### config.mk
export PLATFORM = sky130hd
export DESIGN_NAME = rx_frame_fsm_flat
export DESIGN_NICKNAME = d
export VERILOG_FILES = /design/src/rtl/rx_frame_fsm_pkg.sv /design/src/rtl/rx_frame_fsm_if.sv /design/src/rtl/rx_line_sync.sv /design/src/rtl/rx_frame_fsm.sv /design/src/flat_wrapper.sv
export SDC_FILE = /design/constraint.sdc
export NUM_CORES = 1
export LEC_CHECK = 0
export CAP_MARGIN = 20
export CORE_ASPECT_RATIO = 2
export CORE_MARGIN = 8
export CORE_UTILIZATION = 35
export DETAILED_ROUTE_END_ITERATION = 10
export DONT_BUFFER_PORTS = 1
export GPL_ROUTABILITY_DRIVEN = 0
export SETUP_SLACK_MARGIN = 0.15
export SLEW_MARGIN = 20
export SYNTH_ARGS = -nofsm -noshare
export SYNTH_HDL_FRONTEND = slang
export SYNTH_SLANG_ARGS = --single-unit
### constraint.sdc
create_clock -name clk -period 2.99 [get_ports clk]
set_clock_uncertainty 0.1 [all_clocks]
set_input_delay 0.1495 -clock clk [delete_from_list [all_inputs] [get_ports clk]]
set_output_delay 0.1495 -clock clk [all_outputs]
set_load 0.01 [all_outputs]
### src/rtl/rx_frame_fsm_pkg.sv
// Shared definitions for the UART receive path: frame state encodings,
// oversample count landmarks and framing-error levels. The byte-analysis
// stage imports this package as well, so the encodings must stay in step.
package rx_frame_fsm_pkg;

    // One-hot frame states, decoded directly by the downstream stages
    typedef enum logic [4:0] {
        IDLE      = 5'b00001,
        STARTBIT  = 5'b00010,
        DATABITS  = 5'b00100,
        PARITYBIT = 5'b01000,
        STOPBIT   = 5'b10000
    } state_t;

    // Oversample position at which a bit is sampled (middle of the bit)
    localparam logic [3:0] ACQ_POINT = 4'd7;

    // Last oversample position of a bit; the next tick starts a new bit
    localparam logic [3:0] LAST_CNT = 4'd15;

    // Framing error levels
    typedef enum logic {
        RIGHT = 1'b0,
        WRONG = 1'b1
    } err_level_t;

endpackage

### src/rtl/rx_frame_fsm_if.sv
// Status bundle published by the receive frame FSM. The FSM drives it
// through the master modport; the shift-register and byte-analysis stages
// observe it through the slave modport.
interface rx_frame_fsm_if;

    logic [4:0] State_o;
    logic [3:0] BitWidthCnt_o;
    logic [2:0] BitCnt_o;
    logic       Bit_o;
    logic       p_BitValid_o;
    logic       p_FrameError_o;

    modport master (
        output State_o,
        output BitWidthCnt_o,
        output BitCnt_o,
        output Bit_o,
        output p_BitValid_o,
        output p_FrameError_o
    );

    modport slave (
        input State_o,
        input BitWidthCnt_o,
        input BitCnt_o,
        input Bit_o,
        input p_BitValid_o,
        input p_FrameError_o
    );

endinterface

### src/rtl/rx_line_sync.sv
// Brings the asynchronous serial line into the clk domain and flags the
// high-to-low transition that marks a potential start bit. All three flops
// reset to the idle-high line level so a reset never fakes a start edge.
module rx_line_sync (
    input  logic clk,
    input  logic rst,
    input  logic rx_i,
    output logic line,
    output logic fall
);

    logic s1;
    logic s2;
    logic s3;

    // Two-stage synchronizer followed by a history flop for edge detection
    always_ff @(posedge clk or negedge rst) begin
        if (!rst) begin
            s1 <= 1'b1;
            s2 <= 1'b1;
            s3 <= 1'b1;
        end else begin
            s1 <= rx_i;
            s2 <= s1;
            s3 <= s2;
        end
    end

    assign line = s2;
    assign fall = s3 & ~s2;

endmodule

### src/rtl/rx_frame_fsm.sv
// Receive frame state machine: waits for a start edge, times every bit with
// the 16x oversample counter, samples the line mid-bit and walks through
// start, data, optional parity and stop bits. Every output is registered.
module rx_frame_fsm #(
    parameter int         DATA_BITS = 8,
    parameter logic [3:0] ACQ_POINT = rx_frame_fsm_pkg::ACQ_POINT
) (
    input  logic          clk,
    input  logic          rst,
    input  logic          rx_i,
    input  logic          p_BaudTick_i,
    input  logic          p_ParityEnable_i,
    rx_frame_fsm_if.master bus
);

    import rx_frame_fsm_pkg::*;

    // Index of the final data bit, where the FSM decides parity or stop
    localparam logic [2:0] LAST_BIT = 3'(DATA_BITS - 1);

    logic       line;
    logic       fall;

    state_t     state_q;
    state_t     state_d;
    logic [3:0] cnt_q;
    logic [3:0] cnt_d;
    logic [2:0] bit_cnt_q;
    logic [2:0] bit_cnt_d;
    logic       bit_q;
    logic       bit_d;
    logic       valid_q;
    logic       valid_d;
    err_level_t ferr_q;
    err_level_t ferr_d;

    rx_line_sync u_line_sync (
        .clk  (clk),
        .rst  (rst),
        .rx_i (rx_i),
        .line (line),
        .fall (fall)
    );

    // State, counters and sampled-bit registers
    always_ff @(posedge clk or negedge rst) begin
        if (!rst) begin
            state_q   <= IDLE;
            cnt_q     <= '0;
            bit_cnt_q <= '0;
            bit_q     <= 1'b1;
            valid_q   <= 1'b0;
            ferr_q    <= RIGHT;
        end else begin
            state_q   <= state_d;
            cnt_q     <= cnt_d;
            bit_cnt_q <= bit_cnt_d;
            bit_q     <= bit_d;
            valid_q   <= valid_d;
            ferr_q    <= ferr_d;
        end
    end

    // Next-state logic; counters only move on a baud tick so state and count
    // stay stable between ticks for the downstream decoders
    always_comb begin
        state_d   = state_q;
        cnt_d     = cnt_q;
        bit_cnt_d = bit_cnt_q;
        bit_d     = bit_q;
        valid_d   = 1'b0;
        ferr_d    = ferr_q;

        case (state_q)
            IDLE: begin
                cnt_d     = '0;
                bit_cnt_d = '0;
                // A tick arriving together with the edge is swallowed here,
                // so the start bit always begins at count 0
                if (fall) begin
                    state_d = STARTBIT;
                    ferr_d  = RIGHT;
                end
            end

            STARTBIT, DATABITS, PARITYBIT, STOPBIT: begin
                if (p_BaudTick_i) begin
                    cnt_d = cnt_q + 4'd1;

                    if (cnt_q == ACQ_POINT) begin
                        bit_d   = line;
                        valid_d = 1'b1;
                        // Line back high mid start bit: glitch, not a frame
                        if ((state_q == STARTBIT) && line) begin
                            state_d = IDLE;
                            cnt_d   = '0;
                        end
                        if ((state_q == STOPBIT) && !line) begin
                            ferr_d = WRONG;
                        end
                    end

                    if (cnt_q == LAST_CNT) begin
                        case (state_q)
                            STARTBIT: begin
                                state_d   = DATABITS;
                                bit_cnt_d = '0;
                            end
                            DATABITS: begin
                                if (bit_cnt_q == LAST_BIT) begin
                                    state_d = p_ParityEnable_i ? PARITYBIT : STOPBIT;
                                end else begin
                                    bit_cnt_d = bit_cnt_q + 3'd1;
                                end
                            end
                            PARITYBIT: begin
                                state_d = STOPBIT;
                            end
                            default: begin
                                state_d = IDLE;
                            end
                        endcase
                    end
                end
            end

            default: begin
                state_d   = IDLE;
                cnt_d     = '0;
                bit_cnt_d = '0;
            end
        endcase
    end

    assign bus.State_o        = state_q;
    assign bus.BitWidthCnt_o  = cnt_q;
    assign bus.BitCnt_o       = bit_cnt_q;
    assign bus.Bit_o          = bit_q;
    assign bus.p_BitValid_o   = valid_q;
    assign bus.p_FrameError_o = ferr_q;

endmodule

### src/flat_wrapper.sv
// flat-port wrapper written by rule: the top's interface ports become plain ports
module rx_frame_fsm_flat import rx_frame_fsm_pkg::*;
#(
    parameter int         DATA_BITS = 8,
    parameter logic [3:0] ACQ_POINT = rx_frame_fsm_pkg::ACQ_POINT
)
  (clk, rst, rx_i, p_BaudTick_i, p_ParityEnable_i, bus_State_o, bus_BitWidthCnt_o, bus_BitCnt_o, bus_Bit_o, bus_p_BitValid_o, bus_p_FrameError_o);
  rx_frame_fsm_if bus_i ();
  input  logic clk;
  input  logic rst;
  input  logic rx_i;
  input  logic p_BaudTick_i;
  input  logic p_ParityEnable_i;
  output wire logic [$bits(bus_i.State_o)-1:0] bus_State_o;
  output wire logic [$bits(bus_i.BitWidthCnt_o)-1:0] bus_BitWidthCnt_o;
  output wire logic [$bits(bus_i.BitCnt_o)-1:0] bus_BitCnt_o;
  output wire logic [$bits(bus_i.Bit_o)-1:0] bus_Bit_o;
  output wire logic [$bits(bus_i.p_BitValid_o)-1:0] bus_p_BitValid_o;
  output wire logic [$bits(bus_i.p_FrameError_o)-1:0] bus_p_FrameError_o;
  assign bus_State_o = bus_i.State_o;
  assign bus_BitWidthCnt_o = bus_i.BitWidthCnt_o;
  assign bus_BitCnt_o = bus_i.BitCnt_o;
  assign bus_Bit_o = bus_i.Bit_o;
  assign bus_p_BitValid_o = bus_i.p_BitValid_o;
  assign bus_p_FrameError_o = bus_i.p_FrameError_o;
  rx_frame_fsm #(.DATA_BITS(DATA_BITS), .ACQ_POINT(ACQ_POINT)) u_core (.clk(clk), .rst(rst), .rx_i(rx_i), .p_BaudTick_i(p_BaudTick_i), .p_ParityEnable_i(p_ParityEnable_i), .bus(bus_i));
endmodule
==> key figures, run 1 <==
Status
  • Outcome: finished, final reports clean

Global routing
  • First-pass GRT wire length: 4050 um
  • Overall routing resource usage: 10.7%
  • Number of global-route vias before repair: 874
  • Antenna violations before repair: 0
  • Pin count of the biggest net entering global routing: 19
  • GRT Residual Overflow: 0

Routing
  • Post-Route WL: 2390 um
  • Wire length per cell: 17.9 um
  • Initial DRT Pass Iterations: 4
  • First-iteration detailed-routing DRC count: 8
  • Via count: 800
  • DRC violations left: 0
  • Antenna-violating nets left: 0
  • Avg Vias per Cell: 5.97

Clocking
  • Clock Sinks: 18
  • Post-CTS resize count: 0
  • Post-CTS Setup Inserts: 0
  • Clock root buffer: clkbuf_8
  • Clock buffer count from CTS: 3
  • Clk slew on worst S/H paths: 0.07 ns
  • Number of H-tree levels: 1
  • Clock Tree Buf Depth: 2
  • TritonCTS clock tree: built
  • Skew-Pair Late Insertion Delay: 0.26 ns

Worst setup path
  • CP Max Fanout: 7
  • Worst EP required: 3.02 ns
  • CP Class: flop to flop
  • R2R Setup Slk: 1.05 ns
  • Startpoint type of the worst setup path: flop
  • Critical Path AT: 1.97 ns
  • Worst setup EP type: flop
  • R2R depth: 5
  • Reg-to-Reg Start: u_core.bus.State_o[2]
  • Crit Reg-Reg Endpoint: u_core.bus.State_o[4]

Pwr
  • Sequential fraction of design power: 49.4%
  • Net Sw Power: 0.197 mW
  • Comb power frac: 18.1%
  • Worst ir drop on vdd: 257 uV
  • Clock power share: 32.5%
  • Switching power share of the total: 31.7%
  • Leak pwr: 0.450 nW
  • Overall power: 0.622 mW
  • Pint: 0.425 mW
  • Pwr/cell area: 567 nW/um2

STA
  • RSZ-0062 raised after global routing: false
  • Relative slew slack: 48.6%
  • Fin. max-slew vios: 0
  • Crit share post-route: 65.0%
  • Final Setup Violations: 0
  • Worst-Margin Slew: 0.769 ns
  • Setup tns final: 0 ns
  • Min Hold Slack: 0.0396 ns
  • Hold Fails Final Rpt: 0
  • Minimum clock period: 1.94 ns
  • Fmax: 515 MHz

Hold path
  • Hold wc startpoint: p_BaudTick_i
  • Tightest Hold Check Type: input port to flop
  • Hold Path Sink: u_core.bus.State_o[2]
  • WHS Path Cells: 2

Finish
  • Layout cell share with drive strength beyond 1: 12.4%
  • Antenna diodes: 0
  • Util after Layout: 40.1%
  • Synthesis-to-layout area growth: 10.6%
  • Cell area after layout: 1100 um2
  • NumNets Final: 114

Place
  • Area post-placement: 1000 um2
  • Hpwl dp: 1870 um
  • PortBufs: 0

Die
  • Placement row count: 27
  • Io pins: 20
  • Die area: 4900 um2
  • CORE AREA: 2740 um2
  • Die Y: 91.3 um
  • Die Wd: 53.7 um
  • Initial Util: 36.3%

Synthesis
  • Syn_nets: 109
  • Synth Warn #: 0
  • Post-synth EDFFs: 0
  • Synth Cell Area: 993 um2
  • Synth Instances: 101
  • #FFs+latches synth: 18
  • Post-synthesis sequential area ratio: 46.0%
  • Asr flop ratio synth: 100%
  • Avg Inst Size Synth: 9.84 um2
  • Yosys cell types: 39
  • Predominant post-synthesis flop cell: dfrtp_1

Job
  • Max-cap viol count: 0
## stage by stage
step | worst slack (ns) | instances
2_1_floorplan | 1.23 | 101
5_1_grt | 0.895 | 134
3_5_place_dp | 1.05 | 126
6_report | 1.05 | 134
3_3_place_gp | 1.08 | 126
4_1_cts | 1.05 | 134
## what timing repair did
action | CTS | global route
setup endpoints to repair | 0 | 0
hold buffers | 4 | 0
endpoints found under the hold margin | 23 | 0
## worst max-delay path, cell delays in order, from the launching register on
cell     delay [ns]
dfrtp_1        0.48
nor2_1         0.28
nand2_1        0.15
a31o_4         0.30
o21ai_0        0.34
o21ai_0        0.16
## Yosys cell counts, types with 2 or more instances
master / number / area (um2)
dfrtp_1: 13 / 325
clkbuf_1: 2 / 7.51
a21oi_1: 4 / 20.0
nand3_1: 6 / 30.0
nand2b_1: 2 / 12.5
o21ai_0: 4 / 20.0
or3_1: 3 / 18.8
nand3b_1: 2 / 15.0
o22ai_1: 2 / 12.5
dfstp_2: 5 / 131
inv_1: 5 / 18.8
and2b_1: 2 / 15.0
nand4_1: 2 / 12.5
a32o_1: 3 / 30.0
xor2_1: 2 / 17.5
ha_1: 3 / 37.5
nor2_1: 11 / 41.3
nand2_1: 9 / 33.8
## worst max path at each step
stage,startpoint,to,slack (ns)
after detailed placement,u_core.bus.State_o[4],u_core.bus.State_o[4],1.05
after CTS,u_core.bus.State_o[4],u_core.bus.State_o[4],1.05
after global routing,u_core.bus.State_o[4],u_core.bus.State_o[3],0.89
final,u_core.bus.State_o[2],u_core.bus.State_o[4],1.05
after global placement,u_core.bus.State_o[4],u_core.bus.State_o[4],1.08
after floorplan,u_core.bus.State_o[4],u_core.bus.Bit_o,1.23
## kinds of logic after synthesis
family,Yosys count,synth area share (%)
xor+xnor,2,1.76
simple gates,43,23.0
flops,18,46.0
mux,3,3.27
buf+inv,9,4.53
compound gates,22,16.6
fa+ha+maj,4,4.79
## layout by cell type, fill, tap and decap left out, types with 2 or more instances in the layout
cell           Yosys  final
ha_1               3      3
o22ai_1            2      2
nand3_1            6      6
nand4_1            2      2
o21ai_0            4      4
nand3b_1           2      2
nand2b_1           2      2
a32o_1             3      3
dlygate4sd3_1      0      4
xor2_1             2      2
a21oi_1            4      4
and2b_1            2      2
or3_1              3      3
clkbuf_8           0      4
nor2_1            11     11
inv_1              5      5
nand2_1            9      9
dfstp_2            5      5
dfrtp_1           13     13
## power by group through the flow
stage / clock [mW] / sequential (mW) / combinational (mW)
final: 0.202 / 0.308 / 0.112
after global routing: 0.217 / 0.313 / 0.128
after CTS: 0.205 / 0.309 / 0.113
after detailed placement: 0 / 0.314 / 0.103
after global placement: 0 / 0.314 / 0.102
after floorplan: 0 / 0.283 / 0.117
## layer usage
layer	GRT usage (%)	part of all wire, %
met1	9.53	32
met2	18.5	58
met3	2.12	4.6
met4	9.11	5.8
met5	0	0
## state kept, by name, indices dropped and copies added, names as in the netlist
name	cells
u_core.bus.BitCnt_o	3
u_core.bus.BitWidthCnt_o	4
u_core.bus.Bit_o	1
u_core.bus.State_o	5
u_core.bus.p_BitValid_o	1
u_core.bus.p_FrameError_o	1
u_core.u_line_sync.line	1
u_core.u_line_sync.s1	1
u_core.u_line_sync.s3	1
## final cells by class
cell class | count | area (um2)
Fill cell | 282 | 1640
Multi-Input combinational cell | 74 | 492
Sequential cell | 18 | 457
Clock buffer | 4 | 55.1
Timing Repair Buffer | 4 | 40.0
Tap cell | 29 | 36.3
Inverter | 5 | 18.8
No activity file was read; power rests on OpenSTA's default activity.
==> run 2, diff against run 1 <==
--- a/config.mk
+++ b/config.mk
@@ -5,6 +5,7 @@
 export SDC_FILE = /design/constraint.sdc
 export NUM_CORES = 1
 export LEC_CHECK = 0
+export ABC_AREA = 1
 export CAP_MARGIN = 20
 export CORE_ASPECT_RATIO = 2
 export CORE_MARGIN = 8
==> constraint.sdc (replaced) <==
create_clock -name clk -period 1.73 [get_ports clk]
set_clock_uncertainty 0.1 [all_clocks]
set_input_delay 0.0865 -clock clk [delete_from_list [all_inputs] [get_ports clk]]
set_output_delay 0.0865 -clock clk [all_outputs]
set_load 0.01 [all_outputs]
==> run 2 against run 1 <==
Sequential share of layout area fell by 9.8 points; non-clock buffer count up 24; die area rose by 2.4%.
==> key figures, run 2 <==
Worst setup path
  • CP Class: flop to flop (unchanged)
  • CP Max Fanout: 3 (was 7)
  • Worst setup EP type: flop (unchanged)
  • CP startpoint: u_core.bus.BitCnt_o[0] (was u_core.bus.State_o[2])
  • Crit Reg-Reg Endpoint: u_core.bus.State_o[3] (was u_core.bus.State_o[4])
  • Startpoint type of the worst setup path: flop (unchanged)
  • Worst EP required: 1.81 ns (was 3.02 ns)
  • R2R depth: 7 (was 5)
  • Worst setup path endpoint: u_core.bus.State_o[3] (was u_core.bus.State_o[4])
  • Critical Path AT: 1.73 ns (was 1.97 ns)
  • R2R Setup Slk: 0.09 ns (was 1.05 ns)
  • Reg-to-Reg Start: u_core.bus.BitCnt_o[0] (was u_core.bus.State_o[2])

Die
  • Io pins: 20 (unchanged)
  • Die Wd: 54.3 um (was 53.7 um)
  • Die area: 5020 um2 (was 4900 um2)
  • Die Y: 92.5 um (was 91.3 um)
  • Placement row count: 28 (was 27)
  • Initial Util: 35.7% (was 36.3%)
  • CORE AREA: 2870 um2 (was 2740 um2)

Clocking
  • Clock root buffer: clkbuf_8 (unchanged)
  • Number of H-tree levels: 1 (unchanged)
  • Clock buffer count from CTS: 3 (unchanged)
  • Clock Tree Buf Depth: 2 (unchanged)
  • TritonCTS clock tree: built (unchanged)
  • Clk slew on worst S/H paths: 0.07 ns (about the same)
  • Clock Sinks: 18 (unchanged)
  • Skew-Pair Late Insertion Delay: 0.26 ns (about the same)

STA
  • Crit share post-route: 95.0% (was 65.0%)
  • Fin. max-slew vios: 0 (unchanged)
  • Fmax: 609 MHz (was 515 MHz)
  • Relative slew slack: 44.5% (was 48.6%)
  • Hold Fails Final Rpt: 0 (unchanged)
  • Minimum clock period: 1.64 ns (was 1.94 ns)
  • Final Setup Violations: 0 (unchanged)
  • RSZ-0062 raised after global routing: true (was false)
  • Worst-Margin Slew: 0.830 ns (was 0.769 ns)
  • Setup tns final: 0 ns (unchanged)

Synthesis
  • Synth top area cells: dfrtp_1 32%, dfstp_2 13%, nand2_1 8.8%, nor2_1 7.3%, o21ai_0 6.3% (was dfrtp_1 33%, dfstp_2 13%, nor2_1 4.2%, ha_1 3.8%, nand2_1 3.4%)
  • Synth Cell Area: 1020 um2 (was 993 um2)
  • #FFs+latches synth: 18 (unchanged)
  • Synth Instances: 130 (was 101)
  • Commonest cells post-synth: 24 x nand2_1, 20 x nor2_1, 15 x inv_1 (was 13 x dfrtp_1, 11 x nor2_1, 9 x nand2_1)
  • Post-synth EDFFs: 0 (unchanged)
  • Avg Inst Size Synth: 7.88 um2 (was 9.84 um2)
  • Top-area cell type share of the netlist area: 31.7% (was 32.7%)
  • Most common cell in the netlist: nand2_1 (was dfrtp_1)
  • Post-synthesis sequential area ratio: 44.6% (was 46.0%)
  • Yosys top cell by area: dfrtp_1 (unchanged)
  • Predominant post-synthesis flop cell: dfrtp_1 (unchanged)
  • Syn_nets: 138 (was 109)
  • Synth Warn #: 0 (unchanged)
  • Asr flop ratio synth: 100% (unchanged)
  • Yosys cell types: 25 (was 39)

Pwr
  • Worst ir drop on vdd: 692 uV (was 257 uV)
  • Overall power: 1.53 mW (was 0.622 mW)
  • Leak pwr: 0.676 nW (was 0.450 nW)
  • Pwr/cell area: 1050 nW/um2 (was 567 nW/um2)

Finish
  • NumNets Final: 170 (was 114)
  • Max FFs per register: 5 (unchanged)
  • Antenna diodes: 0 (unchanged)
  • Leading cell type in the layout, fill and taps excluded: buf_4 (was dfrtp_1)
  • Synthesis-to-layout area growth: 41.4% (was 10.6%)
  • Commonest cells after routing, fill and taps aside: 24 x buf_4, 21 x nand2_1, 15 x nor2_1, 14 x inv_1, 10 x dfrtp_1 (was 13 x dfrtp_1, 11 x nor2_1, 9 x nand2_1, 6 x nand3_1)
  • Layout cell share with drive strength beyond 1: 41.0% (was 12.4%)

Routing
  • First-iteration detailed-routing DRC count: 20 (was 8)
  • DRC violations left: 0 (unchanged)
  • Via count: 937 (was 800)
  • Avg Vias per Cell: 4.91 (was 5.97)
  • Initial DRT Pass Iterations: 4 (unchanged)
  • Wire length per cell: 13.7 um (was 17.9 um)
  • Antenna-violating nets left: 0 (unchanged)
  • Post-Route WL: 2620 um (was 2390 um)

Global routing
  • Pin count of the biggest net entering global routing: 19 (unchanged)
  • GRT Residual Overflow: 0 (unchanged)
  • Antenna violations before repair: 0 (unchanged)
  • Number of global-route vias before repair: 942 (was 874)
  • Overall routing resource usage: 10.6% (was 10.7%)
  • First-pass GRT wire length: 4110 um (was 4050 um)

Hold path
  • Hold wc startpoint: p_ParityEnable_i (was p_BaudTick_i)
  • Tightest Hold Check Type: input port to flop (unchanged)

Status
  • Outcome: finished, final reports clean (unchanged)

Job
  • Max-cap viol count: 0 (unchanged)

Place
  • PortBufs: 0 (unchanged)
  • Hpwl dp: 1720 um (was 1870 um)
==> run 2: cell types whose count changed in the layout (fill, tap and decap cells not counted), moves of 4 or more <==
cell | previous run | this run
inv_1 | 5 | 14
nor2_1 | 11 | 15
nor2_4 | 0 | 4
buf_4 | 0 | 24
nand2_4 | 0 | 5
o21ai_1 | 0 | 7
nand2_1 | 9 | 21
==> run 2: cell families (layout without fill, tap and decap cells) <==
group                    after synthesis  count (layout)  synth area share [%]
AO/OA/AOI/OAI                         21              21                  11.0
adder cells (fa/ha/maj)                3               3                  3.66
XOR/XNOR                               1               1                 0.855
AND/OR/NAND/NOR                       69              69                  33.2
flip-flops                            18              18                  44.6
buffers and inverters                 18              49                  6.71
==> run 2: power breakdown <==
| part | total (mW) | switching (mW) | internal [mW] | leakage (nW) |
|---|---|---|---|---|
| Combinational | 0.668 | 0.389 | 0.279 | 0.420 |
| Clock | 0.347 | 0.145 | 0.203 | 0.0288 |
| Sequential | 0.512 | 0.0435 | 0.469 | 0.227 |
| Total | 1.53 | 0.577 | 0.951 | 0.676 |
==> run 2: layout make-up <==
cell class | count | area [um2]
clock buffer | 4 | 55.1
fill | 270 | 1420
timing repair buffer | 28 | 220
inverter | 17 | 63.8
multi-input combinational | 94 | 612
tap | 30 | 37.5
sequential | 18 | 460
==> run 2: worst min-delay path by stage <==
stage,endpoint,depth (start not counted)
final,u_core.bus.State_o[4],5
after global routing,u_core.bus.BitCnt_o[0],4
after CTS,u_core.bus.State_o[4],5
after detailed placement,u_core.bus.p_FrameError_o,0
after global placement,u_core.bus.p_BitValid_o,0
after floorplan,u_core.bus.BitCnt_o[0],0
==> run 2: timing repair <==
item                                    CTS  global route
gates resized for setup                  14            17
hold buffers                              4             0
endpoints found under the setup margin   10            12
pin swaps                                 6             4
buffers inserted                          8             4
endpoints found under the hold margin    27             0
==> run 2: worst max-delay path: stages (launching register included) <==
cell and delay (ns):
dfrtp_1 0.39, ha_1 0.20, ha_1 0.18, o21ai_0 0.22
nand2_1 0.12, nor2_2 0.17, o21ai_1 0.10, o21ai_1 0.07
==> run 2: through the flow <==
stage | setup slack (ns) | area [um2] | util [%] | hold slack [ns] | std cells
final | 0.0869 | 1450 | 50.4 | 0.0599 | 191
after global placement | 0.0601 | 1150 | 40.2 | -0.308 | 171
after global routing | -0.0333 | 1450 | 50.4 | 0.102 | 191
after floorplan | 0.129 | 1030 | - | -0.309 | 130
after CTS | 0.155 | 1350 | 46.9 | 0.0613 | 187
after detailed placement | 0.0396 | 1150 | 40.2 | -0.308 | 171
==> run 2: layer usage <==
metal  part of all wire (%)  up-vias  track usage [%]
li1                       -      480                -
met1                     39      435             12.9
met2                     53       17             16.5
met3                    5.4        5             2.41
met4                    2.2        0             5.58
met5                      0        -                0
==> run 3, diff against run 2 <==
--- a/config.mk
+++ b/config.mk
@@ -8,7 +8,7 @@
 export ABC_AREA = 1
 export CAP_MARGIN = 20
 export CORE_ASPECT_RATIO = 2
-export CORE_MARGIN = 8
+export CORE_MARGIN = 5
 export CORE_UTILIZATION = 35
 export DETAILED_ROUTE_END_ITERATION = 10
 export DONT_BUFFER_PORTS = 1
==> run 3 against run 2 <==
The run now ends with hold timing left; clock power down 11%; cell count down 1.6%; critical path type unchanged; global-route usage up 3.8 points; critical endpoint is now u_core.bus.State_o[0]; die area down 17%; sequential cell count unchanged; largest cell class unchanged; fmax up 2.5%; total power up 0.19%; combinational power up 3.4%.
==> key figures, run 3 (synthesis results as in run 2) <==
Job
  • Max-cap viol count: 0 (unchanged)

Pwr
  • Overall power: 1.53 mW (about the same)
  • Leak pwr: 0.663 nW (was 0.676 nW)
  • Pwr/cell area: 1070 nW/um2 (was 1050 nW/um2)
  • Worst ir drop on vdd: 535 uV (was 692 uV)

Routing
  • Wire length per cell: 14.6 um (was 13.7 um)
  • Post-Route WL: 2750 um (was 2620 um)
  • Avg Vias per Cell: 5.28 (was 4.91)
  • Initial DRT Pass Iterations: 4 (unchanged)
  • Via count: 993 (was 937)
  • Antenna-violating nets left: 0 (unchanged)
  • First-iteration detailed-routing DRC count: 30 (was 20)
  • DRC violations left: 0 (unchanged)

Die
  • Die area: 4180 um2 (was 5020 um2)
  • CORE AREA: 2800 um2 (was 2870 um2)
  • Die Wd: 48.3 um (was 54.3 um)
  • Io pins: 20 (unchanged)
  • Placement row count: 27 (was 28)
  • Die Y: 86.5 um (was 92.5 um)
  • Initial Util: 36.5% (was 35.7%)

Clocking
  • TritonCTS clock tree: built (unchanged)
  • Skew-Pair Late Insertion Delay: 0.26 ns (about the same)
  • Clock buffer count from CTS: 3 (unchanged)
  • Cts hold-fix bufs: 4 (unchanged)
  • Number of H-tree levels: 1 (unchanged)
  • Clock Sinks: 18 (unchanged)
  • Clock root buffer: clkbuf_8 (unchanged)
  • Clock Tree Buf Depth: 2 (unchanged)
  • Clk slew on worst S/H paths: 0.07 ns (about the same)

Finish
  • Finished Layout Cells: 188 (was 191)
  • Antenna diodes: 0 (unchanged)
  • Reg area: 459 um2 (was 460 um2)
  • Area of the multi-input gates: 623 um2 (was 612 um2)
  • Leading cell type in the layout, fill and taps excluded: buf_4 (unchanged)
  • Commonest cells after routing, fill and taps aside: 21 x buf_4, 20 x nand2_1, 13 x inv_1, 13 x nor2_1, 11 x dfrtp_1 (was 24 x buf_4, 21 x nand2_1, 15 x nor2_1, 14 x inv_1, 10 x dfrtp_1)
  • Cell area after layout: 1440 um2 (was 1450 um2)
  • Layout cell share with drive strength beyond 1: 42.8% (was 41.0%)
  • Synthesis-to-layout area growth: 40.2% (was 41.4%)
  • Filler cells: 273 (was 270)
  • Max FFs per register: 5 (unchanged)
  • NumNets Final: 168 (was 170)

Hold path
  • Hold wc startpoint: p_BaudTick_i (was p_ParityEnable_i)
  • Tightest Hold Check Type: input port to flop (unchanged)

STA
  • Worst-Margin Slew: 0.855 ns (was 0.830 ns)
  • Fmax: 624 MHz (was 609 MHz)
  • Hold Fails Final Rpt: 6 (was 0)
  • Relative slew slack: 42.8% (was 44.5%)
  • Setup tns final: 0 ns (unchanged)
  • Fin. max-slew vios: 0 (unchanged)
  • Final Setup Violations: 0 (unchanged)
  • Min Hold Slack: -0.135 ns (was 0.0599 ns)
  • Minimum clock period: 1.60 ns (was 1.64 ns)
  • Crit share post-route: 92.7% (was 95.0%)
  • RSZ-0062 raised after global routing: true (unchanged)

Global routing
  • Met2 Usage GRT: 24.9% (was 16.5%)
  • Overall routing resource usage: 14.5% (was 10.6%)
  • First-pass GRT wire length: 4310 um (was 4110 um)
  • Pin count of the biggest net entering global routing: 19 (unchanged)
  • Grt met3 use: 4.37% (was 2.41%)
  • Number of global-route vias before repair: 998 (was 942)
  • Antenna violations before repair: 0 (unchanged)
  • Grt met1 use: 13.8% (was 12.9%)
  • Global routing's busiest layer: met2 (unchanged)
  • GRT Residual Overflow: 0 (unchanged)

Place
  • PortBufs: 0 (unchanged)
  • Area post-placement: 1150 um2 (about the same)
  • Placed cells: 170 (was 171)
  • Hpwl dp: 1870 um (was 1720 um)

Worst setup path
  • CP Max Fanout: 6 (was 3)
  • Startpoint type of the worst setup path: flop (unchanged)
  • CP startpoint: u_core.bus.State_o[2] (was u_core.bus.BitCnt_o[0])
  • Worst setup EP type: flop (unchanged)
  • Critical Path AT: 1.69 ns (was 1.73 ns)
  • CP Class: flop to flop (unchanged)
  • Worst EP required: 1.82 ns (was 1.81 ns)
  • Reg-to-Reg Start: u_core.bus.State_o[2] (was u_core.bus.BitCnt_o[0])

Status
  • Outcome: finished, violations left (was finished, final reports clean)
  • Failing checks: hold timing
-- run 3: stage by stage --
step | setup slack, ns | util [%]
CTS | 0.150 | 47.6
global route | 0.0223 | 51.2
detailed placement | 0.0236 | 41.1
finish | 0.126 | 51.2
global placement | 0.0659 | 41.1
floorplan | 0.129 | -
-- run 3: final timing paths --
check / end / slack [ns] / cells after the start
setup / recovery: u_core.bus.State_o[0] / 0.13 / 9
hold / removal: u_core.bus.BitWidthCnt_o[1] / -0.14 / 2
setup reg to reg: u_core.bus.State_o[0] / 0.13 / 9
hold reg to reg: u_core.u_line_sync.line / 0.26 / 0
max in group asynchronous: u_core.bus.State_o[1] / 0.67 / 1
min in group asynchronous: u_core.bus.State_o[2] / 0.28 / 1
-- run 3: routing by layer --
layer,vias up,wire length (um)
met2,30,1570
met4,0,126
li1,478,-
met3,13,145
met1,472,905
met5,-,0
-- run 3: report_power, final --
| part | switching (mW) | internal [mW] |
|---|---|---|
| sequential | 0.0600 | 0.471 |
| clock | 0.145 | 0.164 |
| combinational | 0.398 | 0.293 |
-- run 3: repair_timing --
action / in CTS / in global routing
pin swaps: 8 / 6
buffers inserted: 5 / 5
gates cloned: 0 / 0
hold endpoints to repair: 27 / 6
setup endpoints to repair: 10 / 13
resized for setup: 19 / 19
-- run 3: final cells by class --
cell class              count  area share (%)
repair buffers             26            14.5
multi-input cells          94            43.4
clock buffers               4            3.14
well taps                  29            2.53
flip-flops and latches     18            32.0
inverters                  17            4.44
-- run 3: critical path, stage by stage, from the launching register on --
cell     delay [ns]
dfrtp_1        0.46
nor2_4         0.17
nand3_2        0.14
nand2_4        0.12
inv_2          0.05
nand2_4        0.11
nand2_4        0.07
nand2_4        0.10
nor2_1         0.07
a21oi_2        0.13
